**src/rtl/pipe_fetch_stage.sv**
```systemverilog
// -----------------------------------------------------------------------------
// pipe_fetch_stage
//   Instruction-fetch stage with the IF/ID pipeline register.
//   - Holds the fetch PC and issues word fetches to an in-order,
//     variable-latency instruction memory.
//   - Returned words are buffered in a small prefetch FIFO, tagged with PC+4.
//   - The decode stage can hold IF/ID (stall) or redirect fetch (pcsource).
//     A redirect flushes the FIFO and discards every response still in
//     flight for the wrong path.
//
// Ports
//   clk          clock, rising edge
//   clrn         asynchronous active-low reset
//   stall        decode hold request; freezes IF/ID and the FIFO head
//   pcsource     00 sequential, 01 bpc, 10 ra, 11 jpc
//   bpc/jpc/ra   redirect targets
//   imem_req     fetch request valid
//   imem_addr    fetch address (word aligned)
//   imem_ready   memory accepts the request this cycle
//   imem_rvalid  read data valid (in order, >= 1 cycle after acceptance)
//   imem_rdata   instruction word
//   dpc4         IF/ID: PC+4 of the held instruction
//   inst         IF/ID: instruction word, 0 on a bubble
//   id_valid     IF/ID holds a real instruction
//   fpc          current fetch PC
// -----------------------------------------------------------------------------
module pipe_fetch_stage #(
  parameter logic [31:0] RESET_PC   = 32'h0000_0000,
  parameter int          FIFO_DEPTH = 4
) (
  input  logic        clk,
  input  logic        clrn,
  input  logic        stall,
  input  logic [1:0]  pcsource,
  input  logic [31:0] bpc,
  input  logic [31:0] jpc,
  input  logic [31:0] ra,
  output logic        imem_req,
  output logic [31:0] imem_addr,
  input  logic        imem_ready,
  input  logic        imem_rvalid,
  input  logic [31:0] imem_rdata,
  output logic [31:0] dpc4,
  output logic [31:0] inst,
  output logic        id_valid,
  output logic [31:0] fpc
);

  localparam int AW  = $clog2(FIFO_DEPTH);
  localparam int CW  = AW + 1;          // counters must reach FIFO_DEPTH itself
  localparam int CW1 = CW + 1;          // sum of two counters
  localparam logic [CW1-1:0] DEPTH_W = CW1'(FIFO_DEPTH);

  // Architectural state
  logic [31:0]   fpc_reg,         fpc_next;
  logic [31:0]   resp_pc_reg,     resp_pc_next;
  logic [CW-1:0] outstanding_reg, outstanding_next;
  logic [CW-1:0] drop_cnt_reg,    drop_cnt_next;
  logic [CW-1:0] fifo_count_reg,  fifo_count_next;
  logic [AW-1:0] wr_ptr_reg,      wr_ptr_next;
  logic [AW-1:0] rd_ptr_reg,      rd_ptr_next;
  logic [31:0]   dpc4_reg,        dpc4_next;
  logic [31:0]   inst_reg,        inst_next;
  logic          id_valid_reg,    id_valid_next;

  // Prefetch storage: {pc+4, instruction}
  logic [63:0]   fifo_mem [FIFO_DEPTH];
  logic [63:0]   fifo_head;
  logic [63:0]   push_data;

  logic          redirect;
  logic          credit_ok;
  logic          accept;
  logic          rsp;
  logic          drop;
  logic          push;
  logic          pop;
  logic [31:0]   target;
  logic [CW1-1:0] credit_used;

  // Redirect is only honoured for a real instruction that is leaving IF/ID.
  assign redirect    = id_valid_reg & ~stall & (pcsource != 2'b00);

  // Every request in flight owns a FIFO slot, so a push can never overflow.
  assign credit_used = {1'b0, fifo_count_reg} + {1'b0, outstanding_reg};
  assign credit_ok   = credit_used < DEPTH_W;

  // Gated by clrn so no request is shown while reset is held.
  assign imem_req    = clrn & ~redirect & credit_ok;
  assign imem_addr   = fpc_reg;
  assign accept      = imem_req & imem_ready;

  // A response with nothing outstanding is a protocol error and is ignored.
  assign rsp         = imem_rvalid & (outstanding_reg != '0);
  // Wrong-path data: either still owed to an earlier redirect, or arriving
  // in the redirect cycle itself.
  assign drop        = rsp & ((drop_cnt_reg != '0) | redirect);
  assign push        = rsp & ~drop;
  assign pop         = ~redirect & ~stall & (fifo_count_reg != '0);

  assign push_data   = {resp_pc_reg + 32'd4, imem_rdata};
  assign fifo_head   = fifo_mem[rd_ptr_reg];

  always_comb begin
    target = jpc;
    case (pcsource)
      2'b01:   target = bpc;
      2'b10:   target = ra;
      default: target = jpc;
    endcase
  end

  always_comb begin
    fpc_next         = fpc_reg;
    resp_pc_next     = resp_pc_reg;
    outstanding_next = outstanding_reg + CW'(accept) - CW'(rsp);
    drop_cnt_next    = drop_cnt_reg;
    fifo_count_next  = fifo_count_reg;
    wr_ptr_next      = wr_ptr_reg;
    rd_ptr_next      = rd_ptr_reg;
    dpc4_next        = dpc4_reg;
    inst_next        = inst_reg;
    id_valid_next    = id_valid_reg;

    if (redirect) begin
      fpc_next        = target;
      resp_pc_next    = target;
      // Everything still in flight after this edge belongs to the old path.
      drop_cnt_next   = outstanding_next;
      fifo_count_next = '0;
      wr_ptr_next     = '0;
      rd_ptr_next     = '0;
      inst_next       = '0;
      id_valid_next   = 1'b0;
    end else begin
      if (accept) fpc_next = fpc_reg + 32'd4;
      if (drop)   drop_cnt_next = drop_cnt_reg - CW'(1);
      if (push) begin
        resp_pc_next = resp_pc_reg + 32'd4;
        wr_ptr_next  = wr_ptr_reg + AW'(1);
      end
      if (pop) rd_ptr_next = rd_ptr_reg + AW'(1);
      fifo_count_next = fifo_count_reg + CW'(push) - CW'(pop);

      if (!stall) begin
        if (pop) begin
          dpc4_next     = fifo_head[63:32];
          inst_next     = fifo_head[31:0];
          id_valid_next = 1'b1;
        end else begin
          // Bubble: dpc4 deliberately keeps its last value.
          inst_next     = '0;
          id_valid_next = 1'b0;
        end
      end
    end
  end

  always_ff @(posedge clk or negedge clrn) begin
    if (!clrn) begin
      fpc_reg         <= RESET_PC;
      resp_pc_reg     <= RESET_PC;
      outstanding_reg <= '0;
      drop_cnt_reg    <= '0;
      fifo_count_reg  <= '0;
      wr_ptr_reg      <= '0;
      rd_ptr_reg      <= '0;
      dpc4_reg        <= '0;
      inst_reg        <= '0;
      id_valid_reg    <= 1'b0;
    end else begin
      fpc_reg         <= fpc_next;
      resp_pc_reg     <= resp_pc_next;
      outstanding_reg <= outstanding_next;
      drop_cnt_reg    <= drop_cnt_next;
      fifo_count_reg  <= fifo_count_next;
      wr_ptr_reg      <= wr_ptr_next;
      rd_ptr_reg      <= rd_ptr_next;
      dpc4_reg        <= dpc4_next;
      inst_reg        <= inst_next;
      id_valid_reg    <= id_valid_next;
    end
  end

  // Storage needs no reset: the count and pointers define which entries
  // are live, and push cannot fire while reset holds outstanding at zero.
  always_ff @(posedge clk) begin
    if (push) fifo_mem[wr_ptr_reg] <= push_data;
  end

  assign dpc4     = dpc4_reg;
  assign inst     = inst_reg;
  assign id_valid = id_valid_reg;
  assign fpc      = fpc_reg;

endmodule

```
**config.mk**
```make
export PLATFORM = sky130hd
export DESIGN_NAME = pipe_fetch_stage
export DESIGN_NICKNAME = d
export VERILOG_FILES = /design/src/rtl/pipe_fetch_stage.sv
export SDC_FILE = /design/constraint.sdc
export NUM_CORES = 1
export LEC_CHECK = 0
export ABC_AREA = 1
export BUFFER_PORTS_ARGS = -buffer_cell sky130_fd_sc_hd__buf_2
export CORE_MARGIN = 3
export CORE_UTILIZATION = 60
export CTS_CLUSTER_SIZE = 20
export DETAILED_ROUTE_END_ITERATION = 7
export GPL_TIMING_DRIVEN = 0
export PLACE_DENSITY = 0.84
export SETUP_SLACK_MARGIN = 0.15
export SYNTH_ARGS = -nofsm -noshare
export SYNTH_HDL_FRONTEND = slang
export SYNTH_SLANG_ARGS = --single-unit
export TNS_END_PERCENT = 5
```
**constraint.sdc**
```tcl
create_clock -name clk -period 10 [get_ports clk]
set_clock_uncertainty 0.15 [all_clocks]
set_input_delay 3 -clock clk [delete_from_list [all_inputs] [get_ports clk]]
set_output_delay 3 -clock clk [all_outputs]
set_load 0.005 [all_outputs]
```
==> results.cfg, run 1 <==
[yosys]
yosysWarnings = 0
ys_seq_area_share_pct = 61.6
netlist_instances = 1821
synth_area_leaders = edfxtp_1, dfrtp_1, nor2_1, nand2_1, o21ai_0
syn_area_per_cell_sq_um = 9.98
synth_cell_types = 42
synth_edf_count = 256
async_flop_share_pct = 35.4
ys_ff_latch = 396
netlist_area_sq_um = 18200
synth_top_flop_cell = edfxtp_1
ys_top_cells_by_count = nor2_1, nand2_1, edfxtp_1, dfrtp_1, o21ai_0
yosysMostFrequentCell = nor2_1
netlist.top_cell.by_area = edfxtp_1
syn-num-nets = 1975
netlist.area_leader.share_pct = 42.3

[worst_setup_path]
cpPeakStageDelay_ns = 0.42
cp-end-kind = output port
cp_max_fo = 90
crit_cells = 7
critPathSlowestCell = buf_6
arrival_ns = 4.64
path_delay_family = buffers and inverters
r2r_end = fifo_count_reg[1]$_DFF_PN0_
cp_num_buf_inv = 4
reg2reg_setup_slack_ns = 6.59
cp_cell_sequence = buf_6, buf_16, nand2_1, nor2_1, nand3_1, inv_1, buf_2
timing.critical_path.from = clrn
critPathLaunchType = input pin
crit_type = input pin to output port
r2r_cells = 12
crit_required_ns = 6.85
r2r_start = fifo_count_reg[1]$_DFF_PN0_

[cts]
cts_setup_buffers = 0
cts_root_buffer = clkbuf_16
cts_tree = yes
htreeDepth = 2
cts_resized = 0
clock_path_buffers = 3
worst_setup_hold_path_clk_slew_ns = 0.06
cts_hold_buf = 0
cts_made_buffers = 40
clkSinkCount = 396
clkLatencyLatePin_ns = 0.55

[sta]
setup_violations = 0
drv_slew = 0
finalHoldViolations = 0
worst_pin_slew_ns = 0.717
slew_headroom_pct = 52.2
setup_slack_ns = 2.21
finalCritPeriodShare_pct = 77.9
final.setup.tns_ns = 0
rsz0062_at_grt = false
max_freq_mhz = 128
period_minus_slack_ns = 7.79

[drt]
wl_um = 50800
viasPerCell = 5.84
drtIter0Drc = 1541
vias = 14944
drtPass1Iterations = 5
routedWlPerCell_um = 19.9
drc = 0
antenna_left = 0

[min_path]
holdPathStages = 1
hold_class = flip-flop to flip-flop
hp-start = inst[9]$_DFFE_PN0P_
holdPathEnd = inst[9]$_DFFE_PN0P_

[placement]
gp_congestion = 0.967
dp_hpwl_um = 35600
dpl_cell_area_sq_um = 20200
io_buffers = 263
dp_slack_ns = 2.20

[grt]
grt_overflow = 0
grt_pass1_wl_um = 79500
grt_pass1_vias = 15148
grt_max_degree = 91
grt_usage_pct = 30.8
antenna_found_initial = 1

[die]
std_cell_rows = 63
start_util_pct = 61.2
fp.dieH_um = 180
core_sq_um = 29700
pin_count = 265
dieWidth_um = 180
die_area_sq_um = 32400

[layout]
seqCellArea_sq_um = 11200
largest_reg_flops = 256
fin_nets = 2289
final_layout_size_suffix_gt1_share_pct = 21.9
design_area_sq_um = 21600
num-fill-cells = 1977
multiInputGateArea_sq_um = 5890
area_growth_pct = 18.6

[power_and_ir_drop]
seq_power_share_pct = 39.1
power_frac_clock_pct = 23.9
p_sw_share_pct = 38.2
power.switching_mw = 2.42
power_density_nw_per_um2 = 294
ir_drop_v = 0.000152
p_int_mw = 3.92
p_comb_share_pct = 36.9
leakagePower_nw = 9.21

[flow_run]
maxCapViolCount = 0

[status]
status = completed
[routing by layer]
metal | track usage (%) | vias up | share of wire, %
met3 | 5.35 | 155 | 10
met5 | 0 | - | 0
li1 | - | 6813 | -
met2 | 53.3 | 951 | 50
met4 | 14.3 | 0 | 4.4
met1 | 38.1 | 7025 | 36
[placed cells by master (no fill, tap or decap), types with 7 or more instances in the layout]
master / n
a22o_1: 9
inv_1: 115
nor2_2: 14
buf_2: 302
buf_1: 8
a21oi_1: 115
o21ai_1: 11
a32o_1: 32
ha_1: 17
buf_4: 41
a31oi_1: 47
buf_12: 7
xnor2_1: 7
edfxtp_1: 256
o21ai_0: 140
clkbuf_16: 40
clkbuf_8: 8
and2_1: 8
clkbuf_1: 47
xor2_1: 10
nand2_1: 287
nor2_1: 333
nand2_2: 12
dfrtp_1: 140
nand3_1: 95
nor2_4: 13
[area by class of cell]
| class | count | area share (%) |
|---|---|---|
| clock inverter | 14 | 0.847 |
| inverter | 120 | 2.09 |
| buffer | 125 | 3.16 |
| multi-input combinational | 1180 | 27.3 |
| clock buffer | 60 | 5.36 |
| tap | 390 | 2.26 |
| sequential | 396 | 51.9 |
| timing repair buffer | 272 | 7.04 |
| antenna | 2 | 0.0232 |
[per-stage QoR]
stage               hold slack, ns  total power [mW]  util, %  cells
floorplan                    0.339              3.90        -   1821
global placement             0.317              4.68     67.3   2474
detailed placement           0.330              4.80     68.0   2483
CTS                          0.342              6.32     72.5   2557
global route                 0.360              6.70     72.5   2558
finish                       0.340              6.34     72.6   2559
[power by group through the flow]
stage | Sequential (mW) | Combinational, mW | Clock (mW)
final | 2.48 | 2.34 | 1.52
after global routing | 2.52 | 2.59 | 1.59
after CTS | 2.47 | 2.33 | 1.52
after detailed placement | 2.50 | 2.30 | 0
after global placement | 2.49 | 2.19 | 0
after floorplan | 2.44 | 1.46 | 0
[cell families after synthesis]
group | count (synthesis) | share of synthesized area [%]
compound gates | 362 | 11.5
fa+ha+maj | 19 | 1.39
simple gates | 776 | 18.0
xor+xnor | 23 | 1.36
flops | 396 | 61.6
buf+inv | 245 | 6.22
[worst max path at each step]
stage                           to  slack (ns)
final                     imem_req        2.21
after global routing      imem_req        1.97
after CTS                 imem_req        2.19
after detailed placement  imem_req        2.20
after global placement    imem_req        0.48
after floorplan           imem_req        2.77
Power figures use the tool's default switching activity.
==> run 2, diff against run 1 <==
--- a/config.mk
+++ b/config.mk
@@ -8,11 +8,11 @@
 export ABC_AREA = 1
 export BUFFER_PORTS_ARGS = -buffer_cell sky130_fd_sc_hd__buf_2
 export CORE_MARGIN = 3
-export CORE_UTILIZATION = 60
+export CORE_UTILIZATION = 58
 export CTS_CLUSTER_SIZE = 20
 export DETAILED_ROUTE_END_ITERATION = 7
 export GPL_TIMING_DRIVEN = 0
-export PLACE_DENSITY = 0.84
+export PLACE_DENSITY = 0.82
 export SETUP_SLACK_MARGIN = 0.15
 export SYNTH_ARGS = -nofsm -noshare
 export SYNTH_HDL_FRONTEND = slang
==> constraint.sdc (replaced) <==
create_clock -name clk -period 7.3 [get_ports clk]
set_clock_uncertainty 0.15 [all_clocks]
set_input_delay 2.19 -clock clk [delete_from_list [all_inputs] [get_ports clk]]
set_output_delay 2.19 -clock clk [all_outputs]
set_load 0.005 [all_outputs]
==> results.cfg, run 2 (synthesis gave the netlist of run 1 again) <==
[placement]
dp_hpwl_um = 35200
gp_congestion = 0.957
dp_slack_ns = 1.00
io_buffers = 263

[die]
dieWidth_um = 183
start_util_pct = 59.1
fp.dieH_um = 183
core_sq_um = 30700
std_cell_rows = 64
pin_count = 265
die_area_sq_um = 33500

[drt]
drtPass1Iterations = 5
wl_um = 50200
routedWlPerCell_um = 19.6
vias = 14762
drc = 0
viasPerCell = 5.76
antenna_left = 0
drtIter0Drc = 1235

[sta]
holdWs_ns = 0.335
finalHoldViolations = 0
drv_slew = 0
max_freq_mhz = 160
period_minus_slack_ns = 6.25
slew_headroom_pct = 48.7
rsz0062_at_grt = false
finalCritPeriodShare_pct = 85.7
worst_pin_slew_ns = 0.770
setup_violations = 0
setup_slack_ns = 1.05

[cts]
cts_tree = yes
clkLatencyLatePin_ns = 0.54
htreeDepth = 2
worst_setup_hold_path_clk_slew_ns = 0.05
cts_root_buffer = clkbuf_16
cts_made_buffers = 40
cts_hold_buf = 0
cts_resized = 0
clkSinkCount = 396
cts_setup_buffers = 0
clock_path_buffers = 3

[worst_setup_path]
cp_num_buf_inv = 4
crit_cells = 7
cp_max_fo = 72
cp-end-kind = output port
r2r_start = fifo_count_reg[1]$_DFF_PN0_
cpPeakStageDelay_ns = 0.54
reg2reg_setup_slack_ns = 3.88
path_delay_family = buffers and inverters
timing.critical_path.from = clrn
critPathLaunchType = input pin
r2r_cells = 12
crit_end = imem_req
r2r_end = fifo_count_reg[1]$_DFF_PN0_
arrival_ns = 3.91
critPathSlowestCell = buf_6
crit_required_ns = 4.96
cp_cell_sequence = buf_6, buf_16, nand2_1, nor2_1, nand3_1, inv_1, buf_2
crit_type = input pin to output port

[layout]
final_common_cell = nor2_1
multiInputGateArea_sq_um = 5890
largest_reg_flops = 256
fin_nets = 2289
final_layout_size_suffix_gt1_share_pct = 21.6
seqCellArea_sq_um = 11200
final_cell_mix = nor2_1, buf_2, nand2_1, edfxtp_1
area_growth_pct = 18.5
num-fill-cells = 2182

[grt]
grt_overflow = 0
grt_pass1_vias = 14353
grt_max_degree = 73
antenna_found_initial = 2
grt_pass1_wl_um = 77000
grt_usage_pct = 29.5

[power_and_ir_drop]
power.total_mw = 8.67
leakagePower_nw = 9.20
ir_drop_v = 0.000194
power_density_nw_per_um2 = 403

[min_path]
hold_class = flip-flop to flip-flop

[flow_run]
maxCapViolCount = 0

[status]
status = completed
run 2: report_power, final:
group / switching [mW] / leakage [nW] / internal (mW)
logic: 2.03 / 4.63 / 1.18
clock network: 0.844 / 0.644 / 1.23
registers: 0.425 / 3.92 / 2.97
total: 3.30 / 9.20 / 5.38
run 2: stage by stage:
| stage | utilization (%) | std cells | setup TNS, ns | area (sq um) |
|---|---|---|---|---|
| after floorplan | - | 1821 | 0 | 18200 |
| after global placement | 65.0 | 2480 | -262.10 | 20000 |
| after detailed placement | 65.7 | 2489 | 0 | 20200 |
| after CTS | 70.1 | 2562 | 0 | 21500 |
| after global routing | 70.1 | 2562 | 0 | 21500 |
| final | 70.1 | 2563 | 0 | 21500 |
run 2: worst min path at each step:
stage                                 endpoint  cells past startpoint  slack [ns]            startpoint
after floorplan            inst[0]$_DFFE_PN0P_                      1        0.34   inst[0]$_DFFE_PN0P_
after global placement    inst[19]$_DFFE_PN0P_                      1        0.32  inst[19]$_DFFE_PN0P_
after detailed placement  inst[19]$_DFFE_PN0P_                      1        0.33  inst[19]$_DFFE_PN0P_
after CTS                 inst[19]$_DFFE_PN0P_                      1        0.34  inst[19]$_DFFE_PN0P_
after global routing      inst[13]$_DFFE_PN0P_                      1        0.35  inst[13]$_DFFE_PN0P_
final                     inst[20]$_DFFE_PN0P_                      1        0.34  inst[20]$_DFFE_PN0P_
run 2: layout make-up:
cell class,count,share of cell area [%]
inverters,120,2.09
diodes,1,0.0116
repair buffers,272,7.01
clock inverters,23,1.35
well taps,396,2.30
flip-flops and latches,396,51.9
multi-input cells,1180,27.3
clock buffers,50,4.82
plain buffers,125,3.16
run 2: worst reg2reg max path, cell delays in order (launching register included):
cell      delay [ns]
dfrtp_1         0.44
nor2_1          0.06
nand2_1         0.07
nand2_1         0.12
nor2_2          0.55
clkbuf_1        0.64
ha_1            0.35
inv_1           0.05
ha_1            0.13
inv_1           0.05
fa_1            0.42
or2_2           0.29
inv_1           0.06
run 2: metal layers:
layer / track usage, % / up-vias / part of all wire, % / routed length [um]
li1: - / 6794 / - / -
met1: 36.7 / 6958 / 37 / 18400
met2: 52.4 / 870 / 51 / 25500
met3: 4.94 / 138 / 9.6 / 4810
met4: 10.5 / 2 / 3.1 / 1570
met5: 0 / - / 0.026 / 13
